===== config.mk =====
export PLATFORM = sky130hd
export DESIGN_NAME = multdiv_unit
export DESIGN_NICKNAME = d
export VERILOG_FILES = /design/src/rtl/decode_pkg.sv /design/src/rtl/divider_iter.sv /design/src/rtl/multdiv_unit.sv
export SDC_FILE = /design/constraint.sdc
export NUM_CORES = 2
export LEC_CHECK = 0
export ABC_AREA = 1
export BUFFER_PORTS_ARGS = -buffer_cell sky130_fd_sc_hd__clkbuf_2
export CORE_UTILIZATION = 37
export CTS_CLUSTER_DIAMETER = 40
export DETAILED_ROUTE_END_ITERATION = 8
export GPL_ROUTABILITY_DRIVEN = 1
export MAX_ROUTING_LAYER = met4
export SYNTH_ARGS = -nofsm -noshare
export SYNTH_HDL_FRONTEND = slang
export SYNTH_SLANG_ARGS = --single-unit

===== constraint.sdc =====
create_clock -name clk -period 3.8 [get_ports clk]
set_clock_uncertainty 0.2 [all_clocks]
set_input_delay 0.19 -clock clk [delete_from_list [all_inputs] [get_ports clk]]
set_output_delay 0.19 -clock clk [all_outputs]
set_load 0.01 [all_outputs]

===== src/rtl/decode_pkg.sv =====
// rtl/decode_pkg.sv - decode-side types shared with the multiply/divide unit
package decode_pkg;

    typedef enum logic [3:0] {
        MUL    = 4'd0,
        MULH   = 4'd1,
        MULHSU = 4'd2,
        MULHU  = 4'd3,
        MULW   = 4'd4,
        DIV    = 4'd5,
        DIVU   = 4'd6,
        REM    = 4'd7,
        REMU   = 4'd8
    } mult_t;

    typedef enum logic [1:0] {
        IDLE = 2'd0,
        BUSY = 2'd1,
        DONE = 2'd2
    } multdiv_state_t;

    localparam int unsigned MULTDIV_ITERS = 64;

    function automatic logic is_div_op(input mult_t op);
        return (op == DIV) || (op == DIVU) || (op == REM) || (op == REMU);
    endfunction

    function automatic logic is_mul_op(input mult_t op);
        return (op == MUL) || (op == MULH) || (op == MULHSU) || (op == MULHU) || (op == MULW);
    endfunction

    function automatic logic [63:0] abs64(input logic [63:0] v);
        return v[63] ? (~v + 64'd1) : v;
    endfunction

endpackage


===== src/rtl/divider_iter.sv =====
// rtl/divider_iter.sv - 64-iteration restoring divider on unsigned magnitudes
module divider_iter
    import decode_pkg::*;
(
    input  logic        clk,
    input  logic        resetn,
    input  logic        abort,
    input  logic        start,
    input  logic [63:0] dividend,
    input  logic [63:0] divisor,
    output logic [63:0] quotient,
    output logic [63:0] remainder,
    output logic        done
);

    logic [63:0] r_quo;
    logic [63:0] r_rem;
    logic [63:0] r_dvsr;
    logic [6:0]  r_cnt;
    logic        r_active;

    logic [64:0] w_shifted;
    logic [64:0] w_trial;
    logic        w_last;

    // The quotient register doubles as the dividend shift source.
    assign w_shifted = {r_rem, r_quo[63]};
    assign w_trial   = w_shifted - {1'b0, r_dvsr};
    assign w_last    = (r_cnt == 7'(MULTDIV_ITERS));

    always_ff @(posedge clk or negedge resetn) begin
        if (!resetn) begin
            r_quo    <= 64'd0;
            r_rem    <= 64'd0;
            r_dvsr   <= 64'd0;
            r_cnt    <= 7'd0;
            r_active <= 1'b0;
        end else if (abort) begin
            r_cnt    <= 7'd0;
            r_active <= 1'b0;
        end else if (start) begin
            r_quo    <= dividend;
            r_rem    <= 64'd0;
            r_dvsr   <= divisor;
            r_cnt    <= 7'd0;
            r_active <= 1'b1;
        end else if (r_active && !w_last) begin
            if (!w_trial[64]) begin
                r_rem <= w_trial[63:0];
                r_quo <= {r_quo[62:0], 1'b1};
            end else begin
                r_rem <= w_shifted[63:0];
                r_quo <= {r_quo[62:0], 1'b0};
            end
            r_cnt <= r_cnt + 7'd1;
        end
    end

    assign quotient  = r_quo;
    assign remainder = r_rem;
    assign done      = r_active && w_last;

endmodule


===== src/rtl/multdiv_unit.sv =====
// rtl/multdiv_unit.sv - 64-bit multiply/divide unit; MULTDIV_FAST_MUL_EN enables single-cycle multiplies
module multdiv_unit
    import decode_pkg::*;
(
    input  logic        clk,
    input  logic        resetn,
    input  logic        flush,
    input  logic        in_valid,
    output logic        in_ready,
    input  mult_t       mult_type,
    input  logic [63:0] src_a,
    input  logic [63:0] src_b,
    output logic        out_valid,
    input  logic        out_ready,
    output logic [63:0] result
);

    localparam logic [63:0] INT_MIN = 64'h8000_0000_0000_0000;

    multdiv_state_t r_state;
    multdiv_state_t w_state_next;
    mult_t          r_op;
    logic [6:0]     r_cnt;
    logic [127:0]   r_acc;
    logic [63:0]    r_mcand;
    logic [63:0]    r_result;
    logic           r_neg_prod;
    logic           r_neg_quo;
    logic           r_neg_rem;
    logic           r_special;

    logic           w_accept;
    logic           w_done_entry;
    logic           w_is_div;
    logic           w_signed_div;
    logic           w_div_zero;
    logic           w_div_ovf;
    logic           w_special;
    logic           w_neg_prod;
    logic           w_busy_finished;
    logic [63:0]    w_abs_a;
    logic [63:0]    w_abs_b;
    logic [63:0]    w_mcand;
    logic [63:0]    w_mplier;
    logic [63:0]    w_dividend;
    logic [63:0]    w_divisor;
    logic [63:0]    w_special_res;
    logic [63:0]    w_final;
    logic [64:0]    w_sum;
    logic [63:0]    w_quotient;
    logic [63:0]    w_remainder;
    logic           w_div_done;

    function automatic logic [63:0] mul_fixup(input mult_t op, input logic [127:0] prod, input logic neg);
        logic [127:0] signed_prod;
        signed_prod = neg ? (~prod + 128'd1) : prod;
        case (op)
            MUL:          return prod[63:0];
            MULH, MULHSU: return signed_prod[127:64];
            MULHU:        return prod[127:64];
            MULW:         return {{32{prod[31]}}, prod[31:0]};
            default:      return 64'd0;
        endcase
    endfunction

    assign in_ready  = (r_state == IDLE);
    assign out_valid = (r_state == DONE);
    assign result    = r_result;
    assign w_accept  = in_valid && in_ready && !flush;
    assign w_is_div  = is_div_op(mult_type);
    assign w_abs_a   = abs64(src_a);
    assign w_abs_b   = abs64(src_b);

    // Multiplies run on magnitudes; the sign is restored when the result is captured.
    always_comb begin
        w_mcand    = src_a;
        w_mplier   = src_b;
        w_neg_prod = 1'b0;
        case (mult_type)
            MULH: begin
                w_mcand    = w_abs_a;
                w_mplier   = w_abs_b;
                w_neg_prod = src_a[63] ^ src_b[63];
            end
            MULHSU: begin
                w_mcand    = w_abs_a;
                w_neg_prod = src_a[63];
            end
            MULW: begin
                w_mcand  = {32'd0, src_a[31:0]};
                w_mplier = {32'd0, src_b[31:0]};
            end
            default: ;
        endcase
    end

    assign w_signed_div = (mult_type == DIV) || (mult_type == REM);
    assign w_dividend   = w_signed_div ? w_abs_a : src_a;
    assign w_divisor    = w_signed_div ? w_abs_b : src_b;
    assign w_div_zero   = (src_b == 64'd0);
    assign w_div_ovf    = w_signed_div && (src_a == INT_MIN) && (src_b == '1);

    always_comb begin
        w_special     = 1'b0;
        w_special_res = 64'd0;
        if (w_is_div && (w_div_zero || w_div_ovf)) begin
            w_special = 1'b1;
            if (w_div_zero) begin
                w_special_res = ((mult_type == DIV) || (mult_type == DIVU)) ? '1 : src_a;
            end else begin
                w_special_res = (mult_type == DIV) ? src_a : 64'd0;
            end
        end
`ifdef MULTDIV_FAST_MUL_EN
        else if (is_mul_op(mult_type)) begin
            w_special     = 1'b1;
            w_special_res = mul_fixup(mult_type, {64'd0, w_mcand} * {64'd0, w_mplier}, w_neg_prod);
        end
`endif
    end

    divider_iter u_divider (
        .clk       (clk),
        .resetn    (resetn),
        .abort     (flush),
        .start     (w_accept && w_is_div && !w_special),
        .dividend  (w_dividend),
        .divisor   (w_divisor),
        .quotient  (w_quotient),
        .remainder (w_remainder),
        .done      (w_div_done)
    );

    // Shift-add step: conditionally add multiplicand to the high half, then shift right.
    assign w_sum = {1'b0, r_acc[127:64]} + (r_acc[0] ? {1'b0, r_mcand} : 65'd0);

    always_comb begin
        w_final = 64'd0;
        case (r_op)
            DIV, DIVU: w_final = r_neg_quo ? (~w_quotient + 64'd1) : w_quotient;
            REM, REMU: w_final = r_neg_rem ? (~w_remainder + 64'd1) : w_remainder;
            default:   w_final = mul_fixup(r_op, r_acc, r_neg_prod);
        endcase
    end

    assign w_busy_finished = r_special ||
                             (is_div_op(r_op) ? w_div_done : (r_cnt == 7'(MULTDIV_ITERS)));

    always_comb begin
        w_state_next = r_state;
        w_done_entry = 1'b0;
        if (flush) begin
            w_state_next = IDLE;
        end else begin
            case (r_state)
                IDLE: if (in_valid) w_state_next = BUSY;
                BUSY: begin
                    if (w_busy_finished) begin
                        w_state_next = DONE;
                        w_done_entry = !r_special;
                    end
                end
                DONE: if (out_ready) w_state_next = IDLE;
                default: w_state_next = IDLE;
            endcase
        end
    end

    always_ff @(posedge clk or negedge resetn) begin
        if (!resetn) begin
            r_state    <= IDLE;
            r_op       <= MUL;
            r_cnt      <= 7'd0;
            r_acc      <= 128'd0;
            r_mcand    <= 64'd0;
            r_result   <= 64'd0;
            r_neg_prod <= 1'b0;
            r_neg_quo  <= 1'b0;
            r_neg_rem  <= 1'b0;
            r_special  <= 1'b0;
        end else begin
            r_state <= w_state_next;
            if (w_accept) begin
                r_op       <= mult_type;
                r_cnt      <= 7'd0;
                r_acc      <= {64'd0, w_mplier};
                r_mcand    <= w_mcand;
                r_neg_prod <= w_neg_prod;
                r_neg_quo  <= (mult_type == DIV) && (src_a[63] ^ src_b[63]);
                r_neg_rem  <= (mult_type == REM) && src_a[63];
                r_special  <= w_special;
                r_result   <= w_special_res;
            end else if ((r_state == BUSY) && !flush) begin
                if (r_cnt != 7'(MULTDIV_ITERS)) begin
                    r_cnt <= r_cnt + 7'd1;
                    r_acc <= {w_sum, r_acc[63:1]};
                end
                if (w_done_entry) r_result <= w_final;
            end
        end
    end

endmodule


Word level (Yosys, flattened, before mapping)
Cells that the tools add are included.
- register bits after elaboration: 473
- output and inout bits: 66
- word-level logic and storage cells: 146
- bits of input ports: 137
- add/sub/neg operators: 9
- bitwise logic cells: 7
- equal/unequal tests: 25
- mux-type cells: 47
- reduce and logical (&&, ||, !) cells: 43
- operators with widths (operator ; count):
    64-bit 2-to-1 mux ; 19
    128-bit 2-to-1 mux ; 4
    64-bit one-hot mux with 2 select lines ; 3
    64-bit by 1-bit adder with 64-bit output (second input constant) ; 4
    64-bit NOT ; 4
    64-bit one-hot mux with 4 select lines ; 1
    128-bit by 1-bit adder with 128-bit output (second input constant) ; 1
    64-bit == test (second input constant) ; 2
    128-bit NOT ; 1
    64-bit by 64-bit adder with 65-bit output ; 1
    65-bit by 64-bit subtractor with 65-bit output ; 1
    64-bit zero test ; 1
    7-bit 2-to-1 mux ; 6
    4-bit by 3-bit == test with 1-bit output (second input constant) ; 8
    7-bit by 1-bit adder with 7-bit output (second input constant) ; 2
    7-bit == test (second input constant) ; 2
    4-bit by 2-bit == test with 1-bit output (second input constant) ; 3
    1-bit logical AND ; 12
    2-bit nonzero test ; 5
    1-bit logical OR ; 9
    4-bit by 1-bit == test with 1-bit output (second input constant) ; 2
    4-bit == test (second input constant) ; 2
    1-bit 2-to-1 mux ; 8
    2-bit 2-to-1 mux ; 4
    16 further kinds ; 26

Logic depth before layout (Yosys ltp)
- word-level depth: 12
- mapped depth: 21

Modules after synthesis
Synthesis repeated with hierarchy kept, for this count alone.
- cell total of the unflattened synthesis: 9271
- area total of the unflattened synthesis: 51400.5 sq um
- modules (own cells, without submodules) (module ; times used ; area an instance (sq um) ; sequential area each (sq um) ; cells each):
    multdiv_unit ; 1 ; 35999.5 ; 6831.6 ; 6767
    divider_iter ; 1 ; 15401.0 ; 5004.8 ; 2504

Least setup slack after synthesis
Ideal clock, no wire load.
- kind: reg2reg
- from: register r_acc[0]
- to: register r_acc[125]
- cell stages (with the launch flop): 22
- path buffers: 2
- setup slack: 0.757 ns
- arrival time: 2.725 ns
- setup time: 0.118 ns
- cell sequence: dfrtp_1 -> clkbuf_1 -> clkbuf_1 -> nand2_1 -> inv_1 -> ha_1 -> fa_1 -> nand2_1 -> o21ai_0 -> nand2_1 -> nand2_1 -> inv_1 -> o21ai_0 -> nand2_1 -> nand2_1 -> nand2_1 -> nand2_1 -> nand2_1 -> nand2_1 -> nand2_1 -> nand3_1 -> nand2_1
- longest elaborated chain between the ends: 5
- RTL lines (element ; RTL line ; text):
    start: declaration ; multdiv_unit.sv:24 ; logic [127:0] r_acc;
    start signal: assignment ; multdiv_unit.sv:186 ; r_acc <= {64'd0, w_mplier};
    start signal: assignment ; multdiv_unit.sv:196 ; r_acc <= {w_sum, r_acc[63:1]};
    64-bit 2-to-1 mux ; multdiv_unit.sv:135 ; assign w_sum = {1'b0, r_acc[127:64]} + (r_acc[0] ? {1'b0, r_mcand} : 65'd0);
    64-bit by 64-bit adder with 65-bit output ; multdiv_unit.sv:135 ;
    128-bit 2-to-1 mux ; multdiv_unit.sv:194 ; if (r_cnt != 7'(MULTDIV_ITERS)) begin
    128-bit 2-to-1 mux ; multdiv_unit.sv:193 ; end else if ((r_state == BUSY) && !flush) begin
    128-bit 2-to-1 mux ; multdiv_unit.sv:183 ; if (w_accept) begin
No other way between the ends. The select of a mux whose other input is x is not followed.
A chain may end at the register's enable or synchronous reset.

Worst setup path in the final report
- from: register u_divider.r_quo[0] (netlist: u_divider.quotient[0])
- to: register r_result[52] (netlist: result[52])
- longest elaborated chain between the ends: 7
- RTL lines (element ; RTL line ; text):
    start: declaration ; divider_iter.sv:16 ; logic [63:0] r_quo;
    start signal: assignment ; divider_iter.sv:42 ; r_quo <= dividend;
    start signal: assignment ; divider_iter.sv:50 ; r_quo <= {r_quo[62:0], 1'b1};
    start signal: assignment ; divider_iter.sv:53 ; r_quo <= {r_quo[62:0], 1'b0};
    64-bit NOT ; multdiv_unit.sv:140 ; DIV, DIVU: w_final = r_neg_quo ? (~w_quotient + 64'd1) : w_quotient;
    64-bit by 1-bit adder with 64-bit output ; multdiv_unit.sv:140 ;
    64-bit 2-to-1 mux ; multdiv_unit.sv:140 ;
    64-bit one-hot mux with 2 select lines ; multdiv_unit.sv:139 ; case (r_op)
    64-bit 2-to-1 mux ; multdiv_unit.sv:198 ; if (w_done_entry) r_result <= w_final;
    64-bit 2-to-1 mux ; multdiv_unit.sv:193 ;
    64-bit 2-to-1 mux ; multdiv_unit.sv:183 ;
    end signal: assignment ; multdiv_unit.sv:192 ; r_result <= w_special_res;
    end signal: assignment ; multdiv_unit.sv:198 ;
    end: declaration ; multdiv_unit.sv:26 ; logic [63:0] r_result;
No other way between the ends. The select of a mux whose other input is x is not followed.

==> impl_metrics.py <==
metrics = {
    "outcome": {
        "status": "completed",
    },
    "floorplanning": {
        "die-area_um2": 132000,
        "core_um2": 129000,
        "die_x_um": 363,
        "die_h_um": 363,
        "num_rows": 132,
        "initial_core_util": 0.373,
        "num_io_pins": 203,
    },
    "drt": {
        "firstDrtPassIters": 7,
        "ant_nets": 0,
        "drc_errors": 0,
        "wl_per_cell_um": 28.5,
        "drtIter0Drc": 9313,
        "vias": 62600,
        "via_per_inst": 5.90,
        "wl_um": 302000,
    },
    "power_and_ir_drop": {
        "p_total_uw": 48600,
        "vdd_drop_max_mv": 0.506,
        "power.density_nw_per_um2": 843,
        "p_leak_uw": 0.0276,
    },
    "grt": {
        "grt-ovfl-total": 0,
        "antenna_found_initial": 18,
        "grt_pass1_wl_um": 420000,
        "grt_pass1_vias": 56400,
        "grt_max_degree": 143,
        "grtUsageTotal": 0.458,
    },
    "synthesis": {
        "ys_ff_latch": 473,
        "synth_xor_area_frac": 0.0243,
        "synth_top_area_frac": 0.245,
        "yosysMostFrequentCell": "nand2_1",
        "yosysWarningCount": 0,
        "ys_seq_area_frac": 0.245,
        "synth_nets": 8653,
        "yosys.area.top_type": "dfrtp_1",
        "syn_area_per_cell_um2": 5.77,
        "synthAdderAreaFrac": 0.0363,
        "synth-main-ff-cell": "dfrtp_1",
        "synth_edf_count": 0,
        "ys_async_sr_fraction": 1.00,
        "synthCells": 8377,
        "synth_common_cells": "2284 x nand2_1, 1324 x nor2_1, 981 x inv_1",
        "synthMuxAreaShare": 0,
        "synth_top_family_by_area": "simple AND/OR/NAND/NOR gates",
        "synth-simple-area-share": 0.407,
        "synth_compound_area_frac": 0.181,
        "synth_area_um2": 48300,
        "synthDistinctLibCells": 59,
        "synthTopCellsByArea": "dfrtp_1 24%, nand2_1 18%, nor2_1 10%",
    },
    "sta": {
        "rsz0062_at_grt": "false",
        "fmax_mhz": 270,
        "hold_violations": 0,
        "report.final.slew_viol_count": 0,
        "fin_crit_ns": 3.70,
        "slew_headroom": 0.329,
        "finalSetupTns_ns": 0,
        "finalSetupViolations": 0,
        "worstMarginPinSlew_ns": 1.01,
        "period_share": 0.975,
    },
    "cts": {
        "cts_buffers": 110,
        "root_buffer": "clkbuf_16",
        "cts_setup_buffers": 0,
        "clk_latency_ns": 0.77,
        "clkSinkCount": 473,
        "cts_tree": "done",
        "clk_pin_slew_ns": 0.06,
        "clk_path_buf_depth": 3,
        "cts_max_level": 3,
    },
    "run": {
        "cap_violations": 0,
    },
    "worst_setup_path": {
        "cp-end-kind": "flop",
        "worstPathMaxFanout": 6,
        "cp_slowest_stage_delay_ns": 0.45,
        "cp_common_cell": "nand2_1",
        "ff2ff_path_depth": 14,
        "cp_top_family": "simple AND/OR/NAND/NOR gates",
        "r2r_end": "result[52]",
        "r2r-start": "u_divider.quotient[0]",
        "reg2reg_slack_ns": 0.1,
        "path_buf_inv": 2,
        "required_ns": 4.23,
        "cp-start-kind": "flop",
        "critPathSlowestCell": "nor2_1",
        "worstPathArrival_ns": 4.14,
        "cp.depth": 14,
        "criticalPathCategory": "reg2reg",
        "worstPathCellList": "inv_1 -> ha_1 -> buf_4 -> nand2_1 -> nor2_1 -> nand2_1 -> o21ai_1 -> nand2_1 -> nor2_1 -> nand3_1 -> nand3_1 -> nand2_1 -> o21ai_1 -> a21oi_1",
        "startpoint": "u_divider.quotient[0]",
    },
    "finish": {
        "final_design_area_no_fill_um2": 57700,
        "final_nets": 9024,
        "area_growth_pct": 19.3,
        "final_layout_size_suffix_gt1_frac": 0.0831,
    },
    "worst_hold_path": {
        "hp-class": "in2async",
    },
    "place": {
        "gp_congestion": 1.15,
        "io_buffers": 202,
        "dp_hpwl_um": 246000,
        "dpl_cell_area_um2": 52200,
    },
}
-- cell usage in the layout (no fill, tap or decap), types with 16 or more instances in the layout --
master / instances
inv_2: 25
nand3_1: 734
nand4_1: 144
o21ai_0: 684
dlygate4sd3_1: 148
nor2_2: 22
o21ai_1: 101
inv_1: 980
ha_1: 137
clkinv_2: 16
a31oi_1: 21
a22oi_1: 33
clkbuf_2: 201
xnor2_1: 32
clkbuf_16: 110
a2bb2oi_1: 18
o211ai_1: 68
xor2_1: 102
a21oi_1: 508
o22ai_1: 64
inv_6: 24
nor3_1: 86
o21bai_1: 31
nand2_1: 2279
dfrtp_1: 469
nand3b_1: 29
nor2_1: 1319
buf_12: 27
buf_4: 178
a21o_1: 23
-- per-layer routing --
metal / vias to the layer above / global-route usage / routed length, um
li1: 28100 / - / -
met1: 29900 / 0.619 / 128000
met2: 3948 / 0.644 / 123000
met3: 597 / 0.128 / 36900
met4: 0 / 0.171 / 14000
met5: - / - / 0
-- metrics by stage --
stage / hold slack [ns] / util / setup WS, ns / std cells
2_1_floorplan: -0.306 / - / 0.757 / 8377
3_3_place_gp: 0.00549 / 0.403 / 0.264 / 10200
3_5_place_dp: 0.00322 / 0.403 / 0.239 / 10200
4_1_cts: 0.0153 / 0.445 / 0.206 / 10600
5_1_grt: 0.0547 / 0.445 / 0.0344 / 10600
6_report: 0.0674 / 0.445 / 0.0958 / 10600
-- final cells by class --
class / instances / area [um2]
tap: 1742 / 2180
inverter: 1012 / 3800
sequential: 473 / 11800
timing repair buffer: 556 / 4410
clock buffer: 124 / 2890
fill: 14200 / 71800
antenna: 15 / 37.5
clock inverter: 85 / 1070
multi-input combinational: 6595 / 31400
-- power breakdown --
part / internal [uW] / switching [uW]
logic: 7580 / 19700
registers: 7190 / 3900
clock network: 6570 / 3720
-- cell families (layout without fill, tap and decap cells) --
logic type	after synthesis	count (layout)
XOR/XNOR	134	134
flip-flops	473	473
other	0	15
AND/OR/NAND/NOR	4716	4716
adder cells (fa/ha/maj)	139	139
AO/OA/AOI/OAI	1606	1606
buffers and inverters	1309	1777
-- timing repair --
action,in CTS,in global routing
endpoints found under the setup margin,0,4
endpoints found under the hold margin,688,0
gates resized for setup,0,3
hold buffers,149,0
-- registers in the layout, summed over array words and instances (netlist names), 2 cells and up --
name and flops:
result 64, r_acc 128, r_cnt 7, u_divider.quotient 64
r_mcand 64, r_state 2, u_divider.r_dvsr 64, r_op 4
u_divider.remainder 64, u_divider.r_cnt 7
-- how the worst max path moves through the flow --
stage | end | slack (ns)
CTS | result[52] | 0.21
global placement | result[52] | 0.26
global route | u_divider.remainder[3] | 0.03
detailed placement | result[52] | 0.24
floorplan | r_acc[125] | 0.76
finish | result[52] | 0.1
-- tightest hold or removal path: cells and delay by family --
family	cells	cell delay [ns]
buffers and inverters	3	1.17
Note: power is estimated with default switching activity, not from simulation.
